[src/rtl/uart_pkg.sv]
// Shared definitions for the UART byte receiver: FSM state encoding and
// the default bit period.
package uart_pkg;

    localparam int CLKS_PER_BIT_DEF = 104;

    typedef enum logic [2:0] {
        ST_IDLE      = 3'd0,
        ST_START     = 3'd1,
        ST_DATA      = 3'd2,
        ST_STOP      = 3'd3,
        ST_WAIT_IDLE = 3'd4
    } rx_state_e;

endpackage

[src/rtl/sync_2ff.sv]
// Two-flop synchronizer for a single asynchronous bit with a selectable
// reset value.
module sync_2ff #(
    parameter logic RST_VAL = 1'b1
) (
    input  logic clk,
    input  logic rst_n,
    input  logic d,
    output logic q
);

    logic meta;

    always_ff @(posedge clk or negedge rst_n) begin
        if (!rst_n) begin
            meta <= RST_VAL;
            q    <= RST_VAL;
        end else begin
            meta <= d;
            q    <= meta;
        end
    end

endmodule

[src/rtl/uart_byte_rx.sv]
// 8N1 UART receiver with mid-bit sampling, a one-byte holding register with
// valid/ready handoff, and framing-error / overrun pulses.
module uart_byte_rx
    import uart_pkg::*;
#(
    parameter int CLKS_PER_BIT = CLKS_PER_BIT_DEF
) (
    input  logic       clk,
    input  logic       rst_n,
    input  logic       rx_i,
    output logic [7:0] rx_data_o,
    output logic       rx_valid_o,
    input  logic       rx_ready_i,
    output logic       frame_err_o,
    output logic       overrun_o,
    output logic       busy_o
);

    localparam logic [15:0] HALF_LOAD = 16'(CLKS_PER_BIT / 2 - 1);
    localparam logic [15:0] BIT_LOAD  = 16'(CLKS_PER_BIT - 1);

    logic        rx_s;
    rx_state_e   state;
    logic [15:0] cnt;
    logic [2:0]  bit_idx;
    logic [7:0]  shreg;
    logic        expire;

    sync_2ff #(.RST_VAL(1'b1)) u_sync (
        .clk   (clk),
        .rst_n (rst_n),
        .d     (rx_i),
        .q     (rx_s)
    );

    assign expire = (cnt == 16'd0);
    assign busy_o = (state != ST_IDLE);

    always_ff @(posedge clk or negedge rst_n) begin
        if (!rst_n) begin
            state       <= ST_IDLE;
            cnt         <= 16'd0;
            bit_idx     <= 3'd0;
            shreg       <= 8'h00;
            rx_data_o   <= 8'h00;
            rx_valid_o  <= 1'b0;
            frame_err_o <= 1'b0;
            overrun_o   <= 1'b0;
        end else begin
            frame_err_o <= 1'b0;
            overrun_o   <= 1'b0;
            // Consumer handshake; a delivery below in the same cycle re-sets valid.
            if (rx_valid_o && rx_ready_i)
                rx_valid_o <= 1'b0;
            if (state != ST_IDLE && state != ST_WAIT_IDLE && !expire)
                cnt <= cnt - 16'd1;

            case (state)
                ST_IDLE: begin
                    if (!rx_s) begin
                        cnt   <= HALF_LOAD;
                        state <= ST_START;
                    end
                end
                ST_START: begin
                    if (expire) begin
                        if (rx_s) begin
                            state <= ST_IDLE;
                        end else begin
                            cnt     <= BIT_LOAD;
                            bit_idx <= 3'd0;
                            state   <= ST_DATA;
                        end
                    end
                end
                ST_DATA: begin
                    if (expire) begin
                        shreg <= {rx_s, shreg[7:1]};
                        cnt   <= BIT_LOAD;
                        if (bit_idx == 3'd7)
                            state <= ST_STOP;
                        else
                            bit_idx <= bit_idx + 3'd1;
                    end
                end
                ST_STOP: begin
                    if (expire) begin
                        if (rx_s) begin
                            // Leaving at mid-stop lets the next start edge be caught early.
                            state <= ST_IDLE;
                            if (!rx_valid_o || rx_ready_i) begin
                                rx_data_o  <= shreg;
                                rx_valid_o <= 1'b1;
                            end else begin
                                overrun_o <= 1'b1;
                            end
                        end else begin
                            frame_err_o <= 1'b1;
                            state       <= ST_WAIT_IDLE;
                        end
                    end
                end
                ST_WAIT_IDLE: begin
                    if (rx_s)
                        state <= ST_IDLE;
                end
                default: state <= ST_IDLE;
            endcase
        end
    end

endmodule

[config.mk]
export PLATFORM = sky130hd
export DESIGN_NAME = uart_byte_rx
export DESIGN_NICKNAME = d
export VERILOG_FILES = /design/src/rtl/uart_pkg.sv /design/src/rtl/sync_2ff.sv /design/src/rtl/uart_byte_rx.sv
export SDC_FILE = /design/constraint.sdc
export NUM_CORES = 1
export LEC_CHECK = 0
export ABC_CLOCK_PERIOD_IN_PS = 2400
export BUFFER_PORTS_ARGS = -buffer_cell sky130_fd_sc_hd__buf_2
export CORE_ASPECT_RATIO = 0.75
export CORE_MARGIN = 10
export CORE_UTILIZATION = 42
export CTS_CLUSTER_SIZE = 28
export DETAILED_ROUTE_END_ITERATION = 7
export SYNTH_ARGS = -nofsm -noshare
export SYNTH_HDL_FRONTEND = slang
export SYNTH_SLANG_ARGS = --single-unit
[constraint.sdc]
create_clock -name clk -period 2.4 [get_ports clk]
set_input_delay 0.48 -clock clk [delete_from_list [all_inputs] [get_ports clk]]
set_output_delay 0.48 -clock clk [all_outputs]
set_load 0.05 [all_outputs]
# --- Yosys cells after proc, flatten, opt, wreduce, memory -nomap -nowiden ---
# Index checks and enable logic that the tools add are counted.
# Widths: inputs -> output; s select.
word_totals:
  latchBits: 0
  register_bits: 43
  elab_cells: 72
  mem_bits_rw: 0
  rom_bits: 0
  n_memories: 0
  inputBits: 4
  out_inout_bits: 12
op_classes:
  div_mod_pow: 0
  n_shift: 0
  n_addsub: 2
  order_cmp: 0
  n_reduce_logical: 14
  n_mux: 32
  bitwise: 0
  n_mul: 0
  eq_ne: 14
ops:
  columns: ["op", "n"]
  rows:
  - ["$mux 16", 5]
  - ["$pmux 16 s3", 1]
  - ["$mux 3", 11]
  - ["$logic_not 16->1", 1]
  - ["$sub 16x1->16 const B", 1]
  - ["$pmux 3 s5", 1]
  - ["$ne 2x2->1 const B", 7]
  - ["$mux 1", 12]
  - ["$eq 3x2->1 const B", 2]
  - ["$eq 3x3->1 const B", 2]
  - ["$pmux 3 s2", 1]
  - ["$reduce_and 6->1", 1]
  - ["$reduce_and 5->1", 1]
  - ["$reduce_and 4->1", 1]
  - ["$add 3x1->3 const B", 1]
  - ["$eq 3x1->1 const B", 1]
  - ["$logic_and 1x1->1", 3]
  - ["$logic_not 3->1", 1]
  - ["$ne 3x3->1 const B", 1]
  - ["$reduce_bool 3->1", 1]
  - ["$logic_not 1->1", 2]
  - ["$mux 2", 1]
  - ["$ne 2x1->1 const B", 1]
  - ["$reduce_and 2->1", 1]
  - ["other kinds (2)", 2]

# --- Longest topological paths before layout ---
logic_depth:
  ltp_word: 7
  ltp_mapped: 9
  mapped_depth_nobuf: 6

# --- Hierarchy ---
# A second synthesis with hierarchy kept.
unflattened:
  hier_cells: 199
  hier_area_um2: 2173.3
by_module_without_submodules:
  columns: ["module", "area_per_inst_um2", "cells_per_inst", "instances", "seq_area_each_um2"]
  rows:
  - ["uart_byte_rx", 2120.8, 197, 1, 1026.0]
  - ["sync_2ff", 52.6, 2, 1, 52.6]

# --- Least setup slack after synthesis ---
# OpenSTA, ideal clock, no wires.
synth_timing:
  path_type: "flip-flop to flip-flop"
  startpoint: "reg cnt[0]"
  endpoint: "reg shreg[0]"
  stages_incl_launch_ff: 8
  t_arrival_ps: 2004
  period_less_slack_ps: 2129
  path_buffers: 1
  setup_ps: 125
  path_slack_ps: 271
  required_time_ps: 2275
  cell_sequence: "dfrtp_1 -> inv_1 -> ha_1 -> nor4b_2 -> nand4_4 -> or3_4 -> buf_6 -> mux2_4"
synth_between:
  elab_chain_cells: 2
synth_rtl:
  columns: ["item", "line_no", "text"]
  rows:
  - ["start: declaration", "uart_byte_rx.sv:24", "logic [15:0] cnt;"]
  - ["start signal: assignment", "uart_byte_rx.sv:56", "cnt <= cnt - 16'd1;"]
  - ["$logic_not 16->1", "uart_byte_rx.sv:36", "assign expire = (cnt == 16'd0);"]
  - ["$reduce_and 2->1 (no source line)", null, null]
  - ["end signal: assignment", "uart_byte_rx.sv:78", "shreg <= {rx_s, shreg[7:1]};"]
  - ["end: declaration", "uart_byte_rx.sv:26", "logic [7:0] shreg;"]
# Every way passes these cells.
# A chain may end at the register's enable or synchronous reset.

# --- Final worst setup path ---
layout_timing:
  startpoint: "reg cnt[0]"
  endpoint: "reg shreg[5]"
# The elaborated chain is that of the path after synthesis.

==> out/qor.csv <==
stage;metric;value;unit
synthesis;Synth async-reset ratio;100.0;%
timing;fin. max-slew vios;0;
synthesis;Avg Inst Size Synth;11.11;sq um
die;Rows;22;
final_layout;fillers;430;
detailed_routing;antenna viol nets, final;0;
synthesis;post-synthesis sequential area ratio;50.29;%
final_layout;Multi-input gate area;980.9;sq um
die;Core Box Area;4927;sq um
timing;unrepaired setup endpoints after global routing;no;
die;total die area;8394;sq um
global_routing;antenna violations before repair;0;
timing;Slew @ Worst Pin;523.3;ps
final_layout;ANT cells;0;
pwr;Pleak;1.196;nW
synthesis;Synth area leader;dfrtp_1;
worst_setup_path;capturing point of the worst reg2reg path;shreg[5]$_DFFE_PN0P_;
detailed_routing;Iter 0 DRT Violations;165;
final_layout;most common cell after layout, fill and taps aside;dfrtp_1;
worst_setup_path;Req. time, crit path;2580;ps
detailed_routing;# DRC;0;
placed_design;DP Cell Count;266;
synthesis;Synth cell types;38;
pwr;power density cells;585.5;nW/um^2
hold_path;Hold Path Class;primary input to asynchronous set/reset pin;
worst_setup_path;Worst Path Arrival;2450;ps
global_routing;vias in the first global route;1544;
detailed_routing;via count;1582;
final_layout;commonest cells after routing, fill and taps aside;dfrtp_1 (41), o31ai_1 (15), buf_2 (15);
detailed_routing;First-pass DRT Iterations;4;
synthesis;post-synth top area share;47.84;%
global_routing;grt ovf;0;
placed_design;GPL Wtd Cong;0.8713;
job;max_cap viols;0;
worst_setup_path;worst reg2reg path depth;6;
timing;setup_tns;0;ps
detailed_routing;DR WL/cell;16.40;um
final_layout;Layout Area Growth over Synthesis;13.42;%
clock_network;Post-CTS Setup Bufs;0;
timing;Worst slew margin;65.03;%
worst_setup_path;Worst Setup SP;cnt[0]$_DFF_PN0_;
final_layout;Layout Cells excl Fill;274;
synthesis;EDFF count, synth;0;
clock_network;CTS tree;built;
clock_network;hold_buf cts;0;
timing;Final Hold Vio Count;0;
worst_setup_path;critical path class;register to register;
final_layout;share of cells above drive strength 1;26.17;%
synthesis;Post-Syn Area;2145;sq um
clock_network;Max clock buf depth;2;
placed_design;Placement Setup Slack;140.0;ps
die;die height;81.89;um
timing;setup violators final;0;
worst_setup_path;RR Startpoint;cnt[0]$_DFF_PN0_;
synthesis;Synth Warn #;0;
worst_setup_path;largest fanout on the critical path;11;
outcome;status;complete, no violations;
worst_setup_path;Setup crit end;shreg[5]$_DFFE_PN0P_;
die;DIE WIDTH;102.5;um
synthesis;top_reg_cell synth;dfrtp_1;
detailed_routing;via/cell ratio;5.774;
final_layout;Reg area;1079;sq um
final_layout;Final Util;49.37;%
die;I/O pins;16;
die;Initial Util;43.52;%
clock_network;clk sinks;43;
clock_network;htree depth;2;
placed_design;Port Buf Inserts;15;
synthesis;Synth Register Bits;43;
clock_network;CTS buffer count;5;
timing;Max Clock Freq;441.3;MHz
placed_design;DP Wirelength;3266;um
clock_network;clk root buf;clkbuf_8;
worst_setup_path;CP max stage delay;520;ps
synthesis;Syn Nets;201;
worst_setup_path;FF-to-FF setup slack;130;ps
global_routing;largest net degree at the start of global routing;28;
final_layout;Nets;221;
pwr;maximum VDD drop;380.7;uV
worst_setup_path;Critical Path, Cell by Cell;inv_1, ha_1, nor4b_2, nand4_4, or3_4, mux2_4;
worst_setup_path;CP Launch Type;register;
global_routing;GR Util All Layers;11.23;%
clock_network;worst-skew pair later-pin latency;300;ps
worst_setup_path;Worst setup EP type;register;
global_routing;first-pass GRT wire length;7527;um
detailed_routing;routed wire length;4493;um
worst_setup_path;slowest stage cell, crit path;or3_4;
timing;Clock Skew;6.647;ps
clock_network;clock slew at reported path FFs;80;ps
timing;Worst Slack Setup Final;133.8;ps
timing;Final period util;94.42;%
synthesis;Synth area leaders;dfrtp_1 (48%), o31ai_1 (5.3%), mux2_4 (4.9%);
clock_network;post-cts resize count;0;
timing;fin crit period;2266;ps
synthesis;synthesized instance count;193;
-- report_power, final --
group	switching, mW	total (mW)	internal, mW
sequential	0.00188	0.729	0.727
clock	0.259	0.674	0.415
combinational	0.0172	0.0212	0.00395
-- routing by layer --
layer | global-route usage, % | routed length [um]
met1 | 15.21 | 2105
met2 | 16.85 | 1985
met3 | 3.104 | 351
met4 | 3.933 | 51
met5 | 0 | 0
-- synthesized netlist by cell type (2+ instances only) --
cell / number
a21oi_1: 14
a31oi_1: 2
and4_1: 3
buf_2: 5
buf_4: 2
clkbuf_1: 2
dfrtp_1: 41
dfstp_2: 2
ha_1: 4
inv_1: 7
mux2_2: 9
mux2_4: 7
nand2_1: 6
nand2b_1: 4
nand3_1: 11
nor2_1: 11
nor3_1: 6
nor4_1: 3
o21ai_0: 5
o31ai_1: 15
or2_2: 2
or3_1: 6
or4_1: 11
-- how the worst min path moves through the flow --
stage | depth (start not counted) | from | endpoint
after floorplan | 0 | rst_n | bit_idx[0]$_DFFE_PN0P_
after global placement | 0 | u_sync.meta$_DFF_PN1_ | u_sync.q$_DFF_PN1_
after detailed placement | 0 | u_sync.meta$_DFF_PN1_ | u_sync.q$_DFF_PN1_
after CTS | 1 | rst_n | cnt[6]$_DFF_PN0_
after global routing | 1 | rst_n | cnt[9]$_DFF_PN0_
final | 1 | rst_n | cnt[10]$_DFF_PN0_
-- worst max-delay path, delay by kind of cell, from the launching register on --
kind          cells  cell delay, ps
flops             1             400
buf+inv           1             100
fa+ha+maj         1             150
mux               1             320
simple gates      3            1180
-- cell type report --
type | instances | share of cell area, %
sequential | 43 | 44.34
clock buffer | 5 | 2.829
multi-input combinational | 133 | 40.33
inverter | 7 | 1.080
tap | 60 | 3.086
clock inverter | 3 | 2.778
timing repair buffer | 23 | 5.556
-- through the flow --
| stage | hold slack [ps] | power [mW] | instance area, sq um |
|---|---|---|---|
| 6_report | 101.9 | 1.424 | 2432 |
| 5_1_grt | 120.9 | 1.478 | 2432 |
| 4_1_cts | 117.1 | 1.440 | 2432 |
| 3_5_place_dp | 350.3 | 0.7655 | 2296 |
| 3_3_place_gp | 346.2 | 0.7645 | 2296 |
| 2_1_floorplan | 184.4 | 0.7457 | 2145 |
-- sequential cells by signal, summed over array words and instances, names as in the netlist --
signal       count
overrun_o        1
state            3
rx_data_o        8
shreg            8
frame_err_o      1
cnt             16
u_sync.meta      1
bit_idx          3
u_sync.q         1
rx_valid_o       1
-- cell families (layout without fill, tap and decap cells) --
kind of cell	count (synthesis)	after routing	synth area share, %
AOI/OAI and AO/OA	43	43	13.13
and+or+nand+nor	70	70	20.65
buffers and inverters	17	38	3.967
adders and majority gates	4	4	2.334
DFF	43	43	50.29
muxes	16	16	9.627
No activity file was read; power rests on OpenSTA's default activity.
